===== src/rtl/if_id_skid_reg.sv =====
// Elastic IF/ID stage: valid/ready handshake, 2-entry skid buffer, synchronous flush.
// Define IF_ID_PERF_CNT_EN to build the saturating fetch back-pressure counter on STALL_CNT.
module if_id_skid_reg #(
    parameter int unsigned             ADR_W       = 32,
    parameter int unsigned             INS_W       = 32,
    parameter logic [INS_W-1:0]        NOP_INS     = '0,
    parameter int unsigned             STALL_CNT_W = 16
) (
    input  logic                   CLK,
    input  logic                   RST,
    input  logic                   FLUSH,
    input  logic                   IN_VALID,
    output logic                   IN_READY,
    input  logic [ADR_W-1:0]       NEXT_INS_ADR_IN,
    input  logic [INS_W-1:0]       CUR_INS_IN,
    output logic                   OUT_VALID,
    input  logic                   OUT_READY,
    output logic [ADR_W-1:0]       NEXT_INS_ADR_OUT,
    output logic [INS_W-1:0]       CUR_INS_OUT,
    output logic [STALL_CNT_W-1:0] STALL_CNT
);

    typedef enum logic [1:0] {
        EMPTY = 2'd0,
        HALF  = 2'd1,
        FULL  = 2'd2
    } state_t;

    state_t           state;
    state_t           state_n;
    logic [ADR_W-1:0] skid_adr;
    logic [INS_W-1:0] skid_ins;
    logic             in_fire;
    logic             out_fire;
    logic             load_main_in;
    logic             load_main_skid;
    logic             load_skid;

    always_ff @(posedge CLK) begin
        if (RST || FLUSH) begin
            state <= EMPTY;
        end else begin
            state <= state_n;
        end
    end

    // Valid/ready decode from the state register only, so no input reaches these outputs combinationally.
    always_comb begin
        state_n        = state;
        load_main_in   = 1'b0;
        load_main_skid = 1'b0;
        load_skid      = 1'b0;
        OUT_VALID      = (state != EMPTY);
        IN_READY       = (state != FULL);
        in_fire        = IN_VALID & IN_READY;
        out_fire       = OUT_VALID & OUT_READY;
        case (state)
            EMPTY: begin
                if (in_fire) begin
                    state_n      = HALF;
                    load_main_in = 1'b1;
                end
            end
            HALF: begin
                if (in_fire && out_fire) begin
                    load_main_in = 1'b1;
                end else if (in_fire) begin
                    state_n   = FULL;
                    load_skid = 1'b1;
                end else if (out_fire) begin
                    state_n = EMPTY;
                end
            end
            FULL: begin
                if (out_fire) begin
                    state_n        = HALF;
                    load_main_skid = 1'b1;
                end
            end
            default: state_n = EMPTY;
        endcase
    end

    always_ff @(posedge CLK) begin
        if (RST || FLUSH) begin
            NEXT_INS_ADR_OUT <= '0;
            CUR_INS_OUT      <= NOP_INS;
        end else if (load_main_in) begin
            NEXT_INS_ADR_OUT <= NEXT_INS_ADR_IN;
            CUR_INS_OUT      <= CUR_INS_IN;
        end else if (load_main_skid) begin
            NEXT_INS_ADR_OUT <= skid_adr;
            CUR_INS_OUT      <= skid_ins;
        end
    end

    always_ff @(posedge CLK) begin
        if (RST) begin
            skid_adr <= '0;
            skid_ins <= NOP_INS;
        end else if (load_skid && !FLUSH) begin
            skid_adr <= NEXT_INS_ADR_IN;
            skid_ins <= CUR_INS_IN;
        end
    end

`ifdef IF_ID_PERF_CNT_EN
    // Saturates instead of wrapping; FLUSH deliberately leaves the count alone.
    always_ff @(posedge CLK) begin
        if (RST) begin
            STALL_CNT <= '0;
        end else if (IN_VALID && !IN_READY && !FLUSH && (STALL_CNT != '1)) begin
            STALL_CNT <= STALL_CNT + 1'b1;
        end
    end
`else
    assign STALL_CNT = '0;
`endif

endmodule

===== config.mk =====
export PLATFORM = sky130hd
export DESIGN_NAME = if_id_skid_reg
export DESIGN_NICKNAME = d
export VERILOG_FILES = /design/src/rtl/if_id_skid_reg.sv
export SDC_FILE = /design/constraint.sdc
export NUM_CORES = 1
export LEC_CHECK = 0
export BUFFER_PORTS_ARGS = -buffer_cell sky130_fd_sc_hd__buf_2
export CELL_PAD_IN_SITES_DETAIL_PLACEMENT = 0
export CELL_PAD_IN_SITES_GLOBAL_PLACEMENT = 2
export CORE_MARGIN = 4
export CORE_UTILIZATION = 33
export DETAILED_ROUTE_END_ITERATION = 6
export GPL_ROUTABILITY_DRIVEN = 1
export GPL_TIMING_DRIVEN = 1
export PLACE_DENSITY = 0.9
export RECOVER_POWER = 50
export SLEW_MARGIN = 20
export SYNTH_ARGS = -nofsm -noshare
export SYNTH_HDL_FRONTEND = slang
export SYNTH_SLANG_ARGS = --single-unit

===== constraint.sdc =====
create_clock -name CLK -period 1.5 [get_ports CLK]
set_input_delay 0.3 -clock CLK [delete_from_list [all_inputs] [get_ports CLK]]
set_output_delay 0.3 -clock CLK [all_outputs]
set_load 0.005 [all_outputs]

# After elaboration in Yosys (flattened, before gate mapping)
# Index checks and enable logic that the tools add are counted.
# classes
n_eq_ne	7
muxes	17
n_bitwise	2
n_reduce_logical	8
# ops
cell	n
32-bit two-way mux	4
2-bit two-way mux	5
2-bit != test, second input constant	4
1-bit two-way mux	6
2-bit one-hot mux with 3 select lines	1
4-bit AND reduction	1
2-bit nonzero test	2
3-bit != test, second input constant	1
1-bit AND	2
2-bit by 1-bit == test with 1-bit output, second input constant	1
2-bit == test, second input constant	1
1-bit logical AND	2
2-bit logical NOT	1
1-bit one-hot mux with 2 select lines	1
1-bit logical NOT	1
1-bit logical OR	1
# word_totals
regBits	130
inputBits	69

# Depth between registers and ports, before layout
# Gate-level depths: netlist of the first run.
# logic_depth
ltp_word	6
mapped_depth	6
mapped_depth_nobuf	3

# Worst setup path before layout of the first run
# OpenSTA, ideal clock, no wires.
# synth_timing
path_type	register -> register
from	reg state[1]
to	reg skid_adr[0]
arrival_time_ps	1314
slack_ps	114
stages_incl_launch_ff	6
path_buffers	2
cell_sequence	dfxtp_1 nand2b_1 nor3b_4 buf_8 buf_12 mux2i_1
# synth_via
elab_chain_len	6
word_cells_on_any_way	10
# synth_lines
element	line_no	text
start: declaration	29	state_t state;
start signal: assignment	43	state <= state_n;
2-bit != test or 2-bit nonzero test (tied branches)	54, 53	
1-bit AND (on tied branches)	55, 56	
1-bit two-way mux or 1-bit logical AND (tied branches)	67, 65	
1-bit two-way mux	65	if (in_fire && out_fire) begin
1-bit two-way mux (*)	57	case (state)
1-bit logical AND (*)	101	end else if (load_skid && !FLUSH) begin
end signal: assignment	99	skid_adr <= '0;
end signal: assignment	102	skid_adr <= NEXT_INS_ADR_IN;
end: declaration	31	logic [ADR_W-1:0] skid_adr;
# Mark *: on every way between the ends. The rest lies on a longest branch, timed or not.
# A chain may end at the register's enable or synchronous reset.

# Worst setup path after layout of the first run
# layout_timing
from	reg state[0]
to	out OUT_VALID
# layout_via
elab_chain_len	1
# layout_lines
element	line_no	text
2-bit nonzero test	53	OUT_VALID = (state != EMPTY);
end: declaration	16	output logic OUT_VALID,
# No other way between the ends.

==> summary.txt, run 1 <==
Place
  – Detailed placement HPWL: 9.31 mm
  – Final Wtd Congestion: 0.745
  – Port Buf Inserts: 134
  – Pre-CTS WS: -0.0573 ns
  – Placed instance count: 864

Clocking
  – Worst skew pair latency: 0.41 ns
  – CTS sink cnt: 130
  – CTS Buf Count: 17
  – CTS max path bufs: 2
  – CTS Root Cell: clkbuf_16
  – Reg clk slew, reported paths: 0.06 ns
  – Hold Buf Count CTS: 0
  – CTS H-tree depth: 4
  – CTS tree: yes

Routing
  – WL met2: 6.84 mm
  – Final wirelength: 14.5 mm
  – Top sig layer: met4
  – Wl on met1: 6.69 mm
  – DR iter-0 viols: 270
  – DRC Markers: 0
  – Vias per cell: 4.85
  – Drt first pass iters: 4
  – Met3 routed WL: 783 µm
  – Antenna-violating nets left: 0
  – DR WL/cell: 16.1 µm
  – Vias: 4376

Worst hold path
  – Endpoint, Worst Hold: skid_ins[10]$_SDFFE_PP0P_
  – Hold Crit Class: in2reg
  – Hold depth: 3
  – Hold Path Origin: CUR_INS_IN[10]

Job
  – Max-Cap Viols: 0

Global routing
  – Total track usage: 14.2%
  – Largest net degree at the start of global routing: 67
  – Initial antenna violation count: 0
  – Vias in the first global route: 4710
  – GRT overflow: 0
  – First-pass GRT wire length: 23.1 mm

Timing
  – Final Slew Violations: 0
  – Fin Setup TNS: -0.0118 ns
  – Tcrit/Tclk final: 101%
  – Setup Skew: 0.00452 ns
  – RSZ-0062 raised after global routing: true
  – Min Tclk post-route: 1.51 ns
  – Peak Freq: 661 MHz
  – Final-report hold violation count: 0
  – # setup viols final: 1
  – Setup WS post-layout: -0.0118 ns

Critical path
  – Worst r2r src: state[0]$_SDFFE_PP0P_
  – CP max stage cell: dfxtp_2
  – Worst-case reg-to-reg path depth: 5
  – WP buf/inv: 2
  – CP Launch Type: flop
  – CP Cell Sequence: buf_6 > or2_4 > buf_6
  – Slowest stage delay, CP: 0.33 ns
  – Required time worst endpoint: 1.20 ns
  – Critical path peak fanout: 3
  – Setup crit end kind: output pin
  – Arr. time, crit path: 1.21 ns
  – R2r setup slk: 0.03 ns
  – Cell family contributing the most delay on the critical path: flip-flops
  – WS Path Type: reg2out
  – Crit-path most repeated cell: buf_6
  – CP startpoint: state[0]$_SDFFE_PP0P_
  – Worst flop-to-flop path endpoint: skid_ins[1]$_SDFFE_PP0P_

Synthesis
  – Warnings from Yosys: 0
  – Netlist cell types: 24
  – Mapped Area: 5860 µm²
  – Synthesized instance count: 535
  – Sequential fraction of the synthesis area: 44.4%
  – Mapped Avg Cell Area: 10.9 µm²
  – #FFs+latches synth: 130

Layout
  – Commonest non-fill, non-tap cell in the layout: nand2b_1
  – Final core occ: 42.3%
  – Commonest cells after routing, fill and taps aside: nand2b_1 (129), dfxtp_1 (128), buf_2 (98)
  – Layout Nets: 733
  – Share of cells above drive strength 1: 31.2%
  – N_diodes: 0
  – Non-filler cells, final: 902
  – Area Growth Syn to Fin: 25.5%

Status
  – Outcome: finished with violations
  – Failing checks: setup timing

Floorplanning
  – # IOs: 151
  – Die ar.: 19900 µm²
  – Die Ht: 141 µm
  – Starting Density: 33.7%
  – Core box area: 17400 µm²
  – Cell Rows: 48
  – Die X: 141 µm

Pwr
  – Max VDD drop: 0.714 mV
  – Pwr Total: 8850 µW
  – Leak: 0.00289 µW
  – Pwr Density: 1200 nW/µm²
==> final cells by class <==
cell class | count | area [µm²]
fill | 1673 | 10000
multi-input combinational | 356 | 2870
sequential | 130 | 2610
timing repair buffer | 159 | 956
clock buffer | 19 | 453
tap | 225 | 282
clock inverter | 13 | 184
==> where the power goes <==
| group | internal (µW) | switching [µW] |
|---|---|---|
| combinational | 403 | 394 |
| sequential | 3560 | 57.5 |
| clock | 2870 | 1570 |
| total | 6830 | 2020 |
==> how the worst max path moves through the flow <==
stage	to	slack (ns)	depth (start not counted)
finish	OUT_VALID	-0.01	3
CTS	OUT_VALID	-0.03	3
detailed placement	skid_adr[18]$_SDFFE_PP0P_	-0.06	5
floorplan	skid_adr[0]$_SDFFE_PP0P_	0.11	5
global placement	skid_adr[26]$_SDFFE_PP0P_	0.04	5
global route	OUT_VALID	-0.05	3
==> state kept, by name, summed over array words and instances, names as in the netlist <==
name	cells
skid_ins	32
CUR_INS_OUT	32
state	2
skid_adr	32
NEXT_INS_ADR_OUT	32
==> routing by layer <==
layer	track usage, %	up-vias
li1	-	2151
met1	17.5	2089
met2	23.1	119
met3	4.48	17
met4	5.61	0
met5	0	-
==> per-stage QoR <==
| stage | area (µm²) | hold WS (ns) |
|---|---|---|
| 2_1_floorplan | 5910 | 0.373 |
| 3_3_place_gp | 6670 | 0.457 |
| 3_5_place_dp | 6670 | 0.466 |
| 4_1_cts | 7340 | 0.129 |
| 5_1_grt | 7350 | 0.144 |
| 6_report | 7350 | 0.158 |
==> Yosys cell counts <==
master / instances / area [µm²]
nor2_2: 1 / 6.26
o221a_1: 15 / 169
conb_1: 1 / 3.75
o221a_2: 46 / 518
nor3b_4: 1 / 18.8
clkbuf_1: 25 / 93.8
a211oi_1: 1 / 7.51
a211o_1: 1 / 8.76
a21oi_1: 3 / 15.0
buf_4: 20 / 150
nand2_1: 2 / 7.51
nand2b_1: 131 / 820
buf_12: 6 / 120
o21a_1: 61 / 458
dfxtp_1: 130 / 2600
nor2b_1: 2 / 12.5
buf_6: 5 / 56.3
buf_8: 1 / 15.0
nand3b_1: 1 / 7.51
buf_2: 7 / 35.0
o31ai_1: 4 / 30.0
o21ai_2: 1 / 8.76
mux2i_1: 68 / 681
or2_2: 2 / 12.5
==> worst register-to-register path, cell delays in order (launching register included) <==
cell,delay [ns]
dfxtp_2,0.34
nor2b_1,0.18
nor3b_4,0.21
buf_6,0.16
buf_4,0.29
mux2i_1,0.23
==> kinds of logic (layout without fill, tap and decap cells) <==
kind of cell	count (synthesis)	after routing	share of synthesized area, %
and+or+nand+nor	140	140	15.1
AOI/OAI and AO/OA	132	132	20.7
DFF	130	130	44.4
muxes	68	68	11.6
buffers and inverters	64	191	8.03
other	1	16	0.0640
==> repair_timing <==
action,4_1_cts,5_1_grt
pin swaps,1,0
buffers inserted,2,1
setup endpoints to repair,28,45
gates resized for setup,7,5
gates cloned,0,3
Power figures use the tool's default switching activity.
==> run 2, diff against run 1 <==
CELL_PAD_IN_SITES_DETAIL_PLACEMENT = unset   (was 0)
CELL_PAD_IN_SITES_GLOBAL_PLACEMENT = unset   (was 2)
CORE_UTILIZATION = 53   (was 33)
PLACE_DENSITY = 0.91   (was 0.9)
==> run 2 against run 1 <==
The run still ends with setup timing left. Die area is 36% lower. First-iteration DRC count rose by 8.9%. Register-to-register slack lost 0.12 ns. Clock-buffer cell count up 6. Largest power group unchanged. Final cell count decreased by 7.5%. Clock power decreased by 11%. Core utilization increased by 27 points. Total power shrank 4.3%. Final area rose by 3.0%. Worst setup slack worse by 0.090 ns.
==> summary.txt, run 2 (synthesis gave the netlist of run 1 again) <==
Timing
  – # setup viols final: 93 (+92)
  – RSZ-0062 raised after global routing: true
  – Final-report hold violation count: 0 (unchanged)
  – Tcrit/Tclk final: 107% (+6.0 points)
  – Hold slack: 0.0433 ns (-0.115 ns)
  – Fin Setup TNS: -3.97 ns (-3.96 ns)
  – Setup Skew: 0.0102 ns (+0.00572 ns)
  – Final Slew Violations: 0 (unchanged)
  – Setup WS post-layout: -0.102 ns (-0.0904 ns)
  – Min Tclk post-route: 1.60 ns (+0.0904 ns)
  – Peak Freq: 624 MHz (-5.6%)

Pwr
  – Pwr Density: 1120 nW/µm² (-7.1%)
  – Max VDD drop: 0.783 mV (+9.7%)
  – Leak: 0.00318 µW (+10%)
  – Combinational share of power: 10.8% (+1.8 points)
  – P_int: 6510 µW (-4.7%)
  – Net switching power: 1960 µW (-2.9%)
  – Clock power frac: 46.4% (-3.7 points)
  – Sw Share: 23.2% (+0.33 points)
  – Fraction of power consumed by sequential logic: 42.8% (+1.9 points)

Global routing
  – Vias in the first global route: 4676 (-0.72%)
  – Largest net degree at the start of global routing: 73 (+9.0%)
  – Gr busiest metal: met2
  – Total track usage: 22.8% (+8.6 points)
  – Met2 global-route usage: 38.3% (+15 points)
  – GRT overflow: 0 (unchanged)
  – First-pass GRT wire length: 23.4 mm (+1.0%)
  – Met1 usage: 27.0% (+9.6 points)
  – Initial antenna violation count: 0 (unchanged)
  – Met3 Usage GRT: 7.70% (+3.2 points)

Critical path
  – Critical path peak fanout: 3 (unchanged)
  – CP Capture Point: OUT_VALID
  – Crit-path most repeated cell: buf_6
  – WP buf/inv: 2 (unchanged)
  – CP Launch Type: flop
  – Worst-case reg-to-reg path depth: 7 (+2)
  – Cell family contributing the most delay on the critical path: flip-flops
  – Critical Path Stages: 3 (unchanged)
  – Setup crit end kind: output pin
  – Required time worst endpoint: 1.20 ns (about the same)
  – CP Cell Sequence: buf_6 > or2_4 > buf_6
  – CP startpoint: state[1]$_SDFFE_PP0P_
  – Worst flop-to-flop path endpoint: NEXT_INS_ADR_OUT[12]$_SDFFE_PP0P_
  – CP max stage cell: dfxtp_2
  – Worst r2r src: state[1]$_SDFFE_PP0P_
  – R2r setup slk: -0.09 ns (-0.12 ns)
  – Arr. time, crit path: 1.30 ns (+0.09 ns)
  – WS Path Type: reg2out
  – Slowest stage delay, CP: 0.33 ns (about the same)

Clocking
  – CTS Root Cell: clkbuf_8
  – Worst skew pair latency: 0.53 ns (+0.12 ns)
  – CTS H-tree depth: 4 (unchanged)
  – CTS Buf Count: 17 (unchanged)
  – Reg clk slew, reported paths: 0.06 ns (about the same)
  – CTS tree: yes
  – CTS max path bufs: 2 (unchanged)
  – CTS sink cnt: 130 (unchanged)

Routing
  – Vias: 4725 (+8.0%)
  – Final wirelength: 16.4 mm (+13%)
  – DR iter-0 viols: 294 (+8.9%)
  – Drt first pass iters: 5 (+1)
  – DR WL/cell: 19.7 µm (+22%)
  – Antenna-violating nets left: 0 (unchanged)
  – DRC Markers: 0 (unchanged)
  – Vias per cell: 5.67 (+17%)

Floorplanning
  – Die Ht: 113 µm (-20%)
  – Starting Density: 54.0% (+20 points)
  – Die X: 113 µm (-20%)
  – Die ar.: 12800 µm² (-36%)
  – Core box area: 10800 µm² (-38%)
  – # IOs: 151 (unchanged)
  – Cell Rows: 38 (-21%)

Layout
  – Area Growth Syn to Fin: 29.3%
  – Multi-input gate area: 2910 µm² (+1.3%)
  – Layout Nets: 752 (+2.6%)
  – Final core occ: 69.8% (+27 points)
  – Share of cells above drive strength 1: 37.9% (+6.7 points)
  – Commonest non-fill, non-tap cell in the layout: buf_2
  – N_diodes: 0 (unchanged)
  – Filler Cell Count: 792 (-53%)
  – Commonest cells after routing, fill and taps aside: buf_2 (133), nand2b_1 (129), dfxtp_1 (128)
  – Sequential Area: 2610 µm² (about the same)

Status
  – Outcome: finished with violations
  – Failing checks: setup timing

Place
  – Final Wtd Congestion: 0.779 (+4.5%)
  – Port Buf Inserts: 134 (unchanged)
  – Detailed placement HPWL: 9.38 mm (+0.70%)

Worst hold path
  – Hold Crit Class: in2reg

Job
  – Max-Cap Viols: 0 (unchanged)
-- run 2: worst min path at each step --
stage                         startpoint                         to  slack, ns  depth (start not counted)
3_3_place_gp   skid_ins[17]$_SDFFE_PP0P_  skid_ins[17]$_SDFFE_PP0P_       0.46                          2
6_report             NEXT_INS_ADR_IN[21]  skid_adr[21]$_SDFFE_PP0P_       0.04                          3
2_1_floorplan                  OUT_READY      state[1]$_SDFFE_PP0P_       0.37                          1
3_5_place_dp   skid_ins[18]$_SDFFE_PP0P_  skid_ins[18]$_SDFFE_PP0P_       0.46                          2
5_1_grt              NEXT_INS_ADR_IN[28]  skid_adr[28]$_SDFFE_PP0P_       0.03                          3
4_1_cts              NEXT_INS_ADR_IN[10]  skid_adr[10]$_SDFFE_PP0P_       0.02                          3
-- run 2: through the flow --
stage / std cells / setup WS, ns / cell area [µm²] / total power [µW]
4_1_cts: 817 / -0.119 / 7240 / 8410
3_5_place_dp: 784 / -0.112 / 6620 / 4480
3_3_place_gp: 784 / -0.0126 / 6620 / 4450
5_1_grt: 834 / -0.154 / 7570 / 8750
2_1_floorplan: 550 / 0.114 / 5910 / 4170
6_report: 834 / -0.102 / 7570 / 8470
-- run 2: worst register-to-register path: stages (launching register included) --
cell       delay (ns)
dfxtp_2          0.33
buf_6            0.11
buf_4            0.14
nand3b_1         0.11
buf_6            0.18
o21ai_4          0.16
clkbuf_16        0.21
o221a_2          0.24
-- run 2: area by class of cell --
type	count	share of cell area [%]
clock buffer	25	6.26
multi-input combinational	357	38.4
sequential	130	34.4
timing repair buffer	177	17.6
clock inverter	5	1.02
tap	140	2.31
-- run 2: power by group through the flow --
stage | Clock [µW] | Sequential (µW) | Combinational [µW]
3_3_place_gp | 0 | 3680 | 761
4_1_cts | 3980 | 3620 | 810
5_1_grt | 4140 | 3630 | 980
3_5_place_dp | 0 | 3690 | 793
6_report | 3940 | 3620 | 914
2_1_floorplan | 0 | 3690 | 480
-- run 2: repair_timing --
| action | CTS | global route |
|---|---|---|
| buffers inserted | 3 | 4 |
| setup endpoints to repair | 127 | 126 |
| cloned | 0 | 13 |
| resized for setup | 13 | 11 |
| pin swaps | 2 | 10 |
| hold buffers | 0 | 0 |
| hold endpoints to repair | 0 | 0 |
-- run 2: per-layer routing --
metal  vias to the layer above  share of wire (%)
li1                       2180                  -
met1                      2337                 42
met2                       183                 49
met3                        25                7.0
met4                         0                1.5
met5                         -                  0
==> run 3, diff against run 2 <==
CTS_CLUSTER_DIAMETER = 80   (was unset)
SETUP_SLACK_MARGIN = 0.2   (was unset)
SKIP_CTS_REPAIR_TIMING = 1   (was unset)
==> run 3 against run 2 <==
The flow still finishes with violations (setup timing). Die area did not move. Clock-buffer cell count is 4 lower. Worst hold slack got worse by 0.0037 ns. Non-clock buffer count up 11. Clock power is 7.1% higher. Via count rose by 1.4%. Sequential cell count unchanged. Register-to-register slack better by 0.07 ns. Worst setup slack gained 0.036 ns. Total power rose by 4.5%. Global-route usage down 0.93 points. Critical path type unchanged. Critical endpoint unchanged.
==> summary.txt, run 3 (synthesis gave the netlist of run 1 again) <==
Status
  – Outcome: finished with violations
  – Failing checks: setup timing

Critical path
  – R2r setup slk: -0.02 ns (+0.07 ns)
  – Critical path peak fanout: 5 (+2)
  – CP Cell Sequence: or2_4 > buf_6
  – Worst r2r src: state[1]$_SDFFE_PP0P_
  – Worst-case reg-to-reg path depth: 7 (unchanged)
  – Arr. time, crit path: 1.27 ns (-0.03 ns)
  – Worst flop-to-flop path endpoint: CUR_INS_OUT[17]$_SDFFE_PP0P_
  – CP Launch Type: flop
  – WP buf/inv: 1 (-1)
  – WS Path Type: reg2out
  – CP max stage cell: dfxtp_4
  – Required time worst endpoint: 1.20 ns (about the same)
  – Slowest stage delay, CP: 0.36 ns (+0.03 ns)
  – Setup crit end kind: output pin
  – Cell family contributing the most delay on the critical path: flip-flops

Global routing
  – Total track usage: 21.8% (-0.93 points)
  – Largest net degree at the start of global routing: 67 (-8.2%)
  – Initial antenna violation count: 0 (unchanged)
  – GRT overflow: 0 (unchanged)
  – First-pass GRT wire length: 22.6 mm (-3.3%)
  – Vias in the first global route: 4624 (-1.1%)

Timing
  – Final Slew Violations: 0 (unchanged)
  – RSZ-0062 raised after global routing: true
  – Hold slack: 0.0397 ns (-0.00367 ns)
  – Setup WS post-layout: -0.0663 ns (+0.0359 ns)
  – Final-report hold violation count: 0 (unchanged)
  – Peak Freq: 638 MHz (+2.3%)
  – Fin Setup TNS: -0.233 ns (+3.74 ns)
  – Min Tclk post-route: 1.57 ns (-0.0359 ns)
  – Tcrit/Tclk final: 104% (-2.4 points)
  – # setup viols final: 21 (-77%)
  – Setup Skew: 0.00894 ns (-0.00130 ns)

Routing
  – Drt first pass iters: 4 (-1)
  – DR WL/cell: 20.4 µm (+3.7%)
  – Vias: 4789 (+1.4%)
  – Vias per cell: 5.66 (about the same)
  – DRC Markers: 0 (unchanged)
  – Final wirelength: 17.3 mm (+5.1%)
  – DR iter-0 viols: 282 (-4.1%)
  – Antenna-violating nets left: 0 (unchanged)

Worst hold path
  – Hold Path Origin: NEXT_INS_ADR_IN[2]
  – Hold depth: 3 (unchanged)
  – Endpoint, Worst Hold: skid_adr[2]$_SDFFE_PP0P_
  – Hold Crit Class: in2reg

Layout
  – Fin area: 8010 µm² (+5.8%)
  – Share of cells above drive strength 1: 48.9% (+11 points)
  – Layout Nets: 762 (+1.3%)
  – N_diodes: 0 (unchanged)
  – Commonest non-fill, non-tap cell in the layout: nand2b_1
  – Commonest cells after routing, fill and taps aside: nand2b_1 (128), buf_2 (124), dfxtp_1 (68)
  – Area Growth Syn to Fin: 36.7%

Clocking
  – CTS tree: yes
  – CTS Root Cell: clkbuf_8
  – CTS max path bufs: 2 (unchanged)
  – CTS Buf Count: 17 (unchanged)
  – CTS sink cnt: 130 (unchanged)
  – Reg clk slew, reported paths: 0.06 ns (about the same)
  – Worst skew pair latency: 0.53 ns (about the same)
  – CTS H-tree depth: 4 (unchanged)

Place
  – Detailed placement HPWL: 9.37 mm (-0.15%)
  – Final Wtd Congestion: 0.773 (-0.77%)
  – Port Buf Inserts: 134 (unchanged)
  – Area after DPL: 6550 µm² (-1.0%)

Floorplanning
  – Cell Rows: 38 (unchanged)
  – Die X: 113 µm (unchanged)
  – Starting Density: 54.0% (unchanged)
  – Core box area: 10800 µm² (unchanged)
  – Die ar.: 12800 µm² (unchanged)
  – # IOs: 151 (unchanged)
  – Die Ht: 113 µm (unchanged)

Job
  – Max-Cap Viols: 0 (unchanged)

Pwr
  – Pwr Density: 1110 nW/µm² (-1.2%)
  – Leak: 0.00336 µW (+5.4%)
  – Max VDD drop: 0.908 mV (+16%)
==> run 3: cell types whose count changed in the layout (fill, tap and decap cells not counted), sizes merged <==
cell	change
buf	+9
clkbuf	-2
clkinv	+5
bufinv	+1
o21ai	-1
==> run 3: per-stage QoR <==
step	util, %	setup WS (ns)	power, µW	std cells
6_report	73.9	-0.0663	8850	846
5_1_grt	73.9	-0.103	9140	846
2_1_floorplan	-	0.150	4180	550
3_3_place_gp	60.4	0.0453	4440	777
4_1_cts	66.0	-0.178	8640	809
3_5_place_dp	60.4	0.00524	4470	777
==> run 3: how the worst max path moves through the flow <==
stage                          startpoint                           end  slack (ns)  depth (start not counted)
floorplan           state[0]$_SDFFE_PP0P_   CUR_INS_OUT[5]$_SDFFE_PP0P_        0.15                          6
global placement                OUT_READY  CUR_INS_OUT[26]$_SDFFE_PP0P_        0.05                          6
detailed placement              OUT_READY     skid_adr[15]$_SDFFE_PP0P_       0.005                          5
CTS                 state[1]$_SDFFE_PP0P_                     OUT_VALID       -0.18                          2
global route        state[0]$_SDFFE_PP0P_                     OUT_VALID       -0.10                          2
finish              state[0]$_SDFFE_PP0P_                     OUT_VALID       -0.07                          2
==> run 3: worst min-delay path: stages <==
cell      delay (ns)
buf_2           0.10
nand2b_1        0.06
mux2i_1         0.06
==> run 3: area by class of cell <==
| type | instances | area [µm²] |
|---|---|---|
| clock buffer | 21 | 469 |
| clock inverter | 11 | 133 |
| fill | 699 | 2830 |
| multi-input combinational | 356 | 3030 |
| sequential | 130 | 2690 |
| tap | 140 | 175 |
| timing repair buffer | 188 | 1520 |
==> run 3: power by group <==
group,internal [µW],switching (µW)
Combinational,528,460
Sequential,3570,69.0
Clock,2690,1540
Total,6790,2060
==> run 3: per-layer routing <==
layer	vias to the layer above	part of all wire, %	global-route usage (%)
met2	180	50	37.0
met3	28	5.6	6.47
li1	2210	-	-
met1	2371	42	26.1
met5	-	0	0
met4	0	1.7	8.33
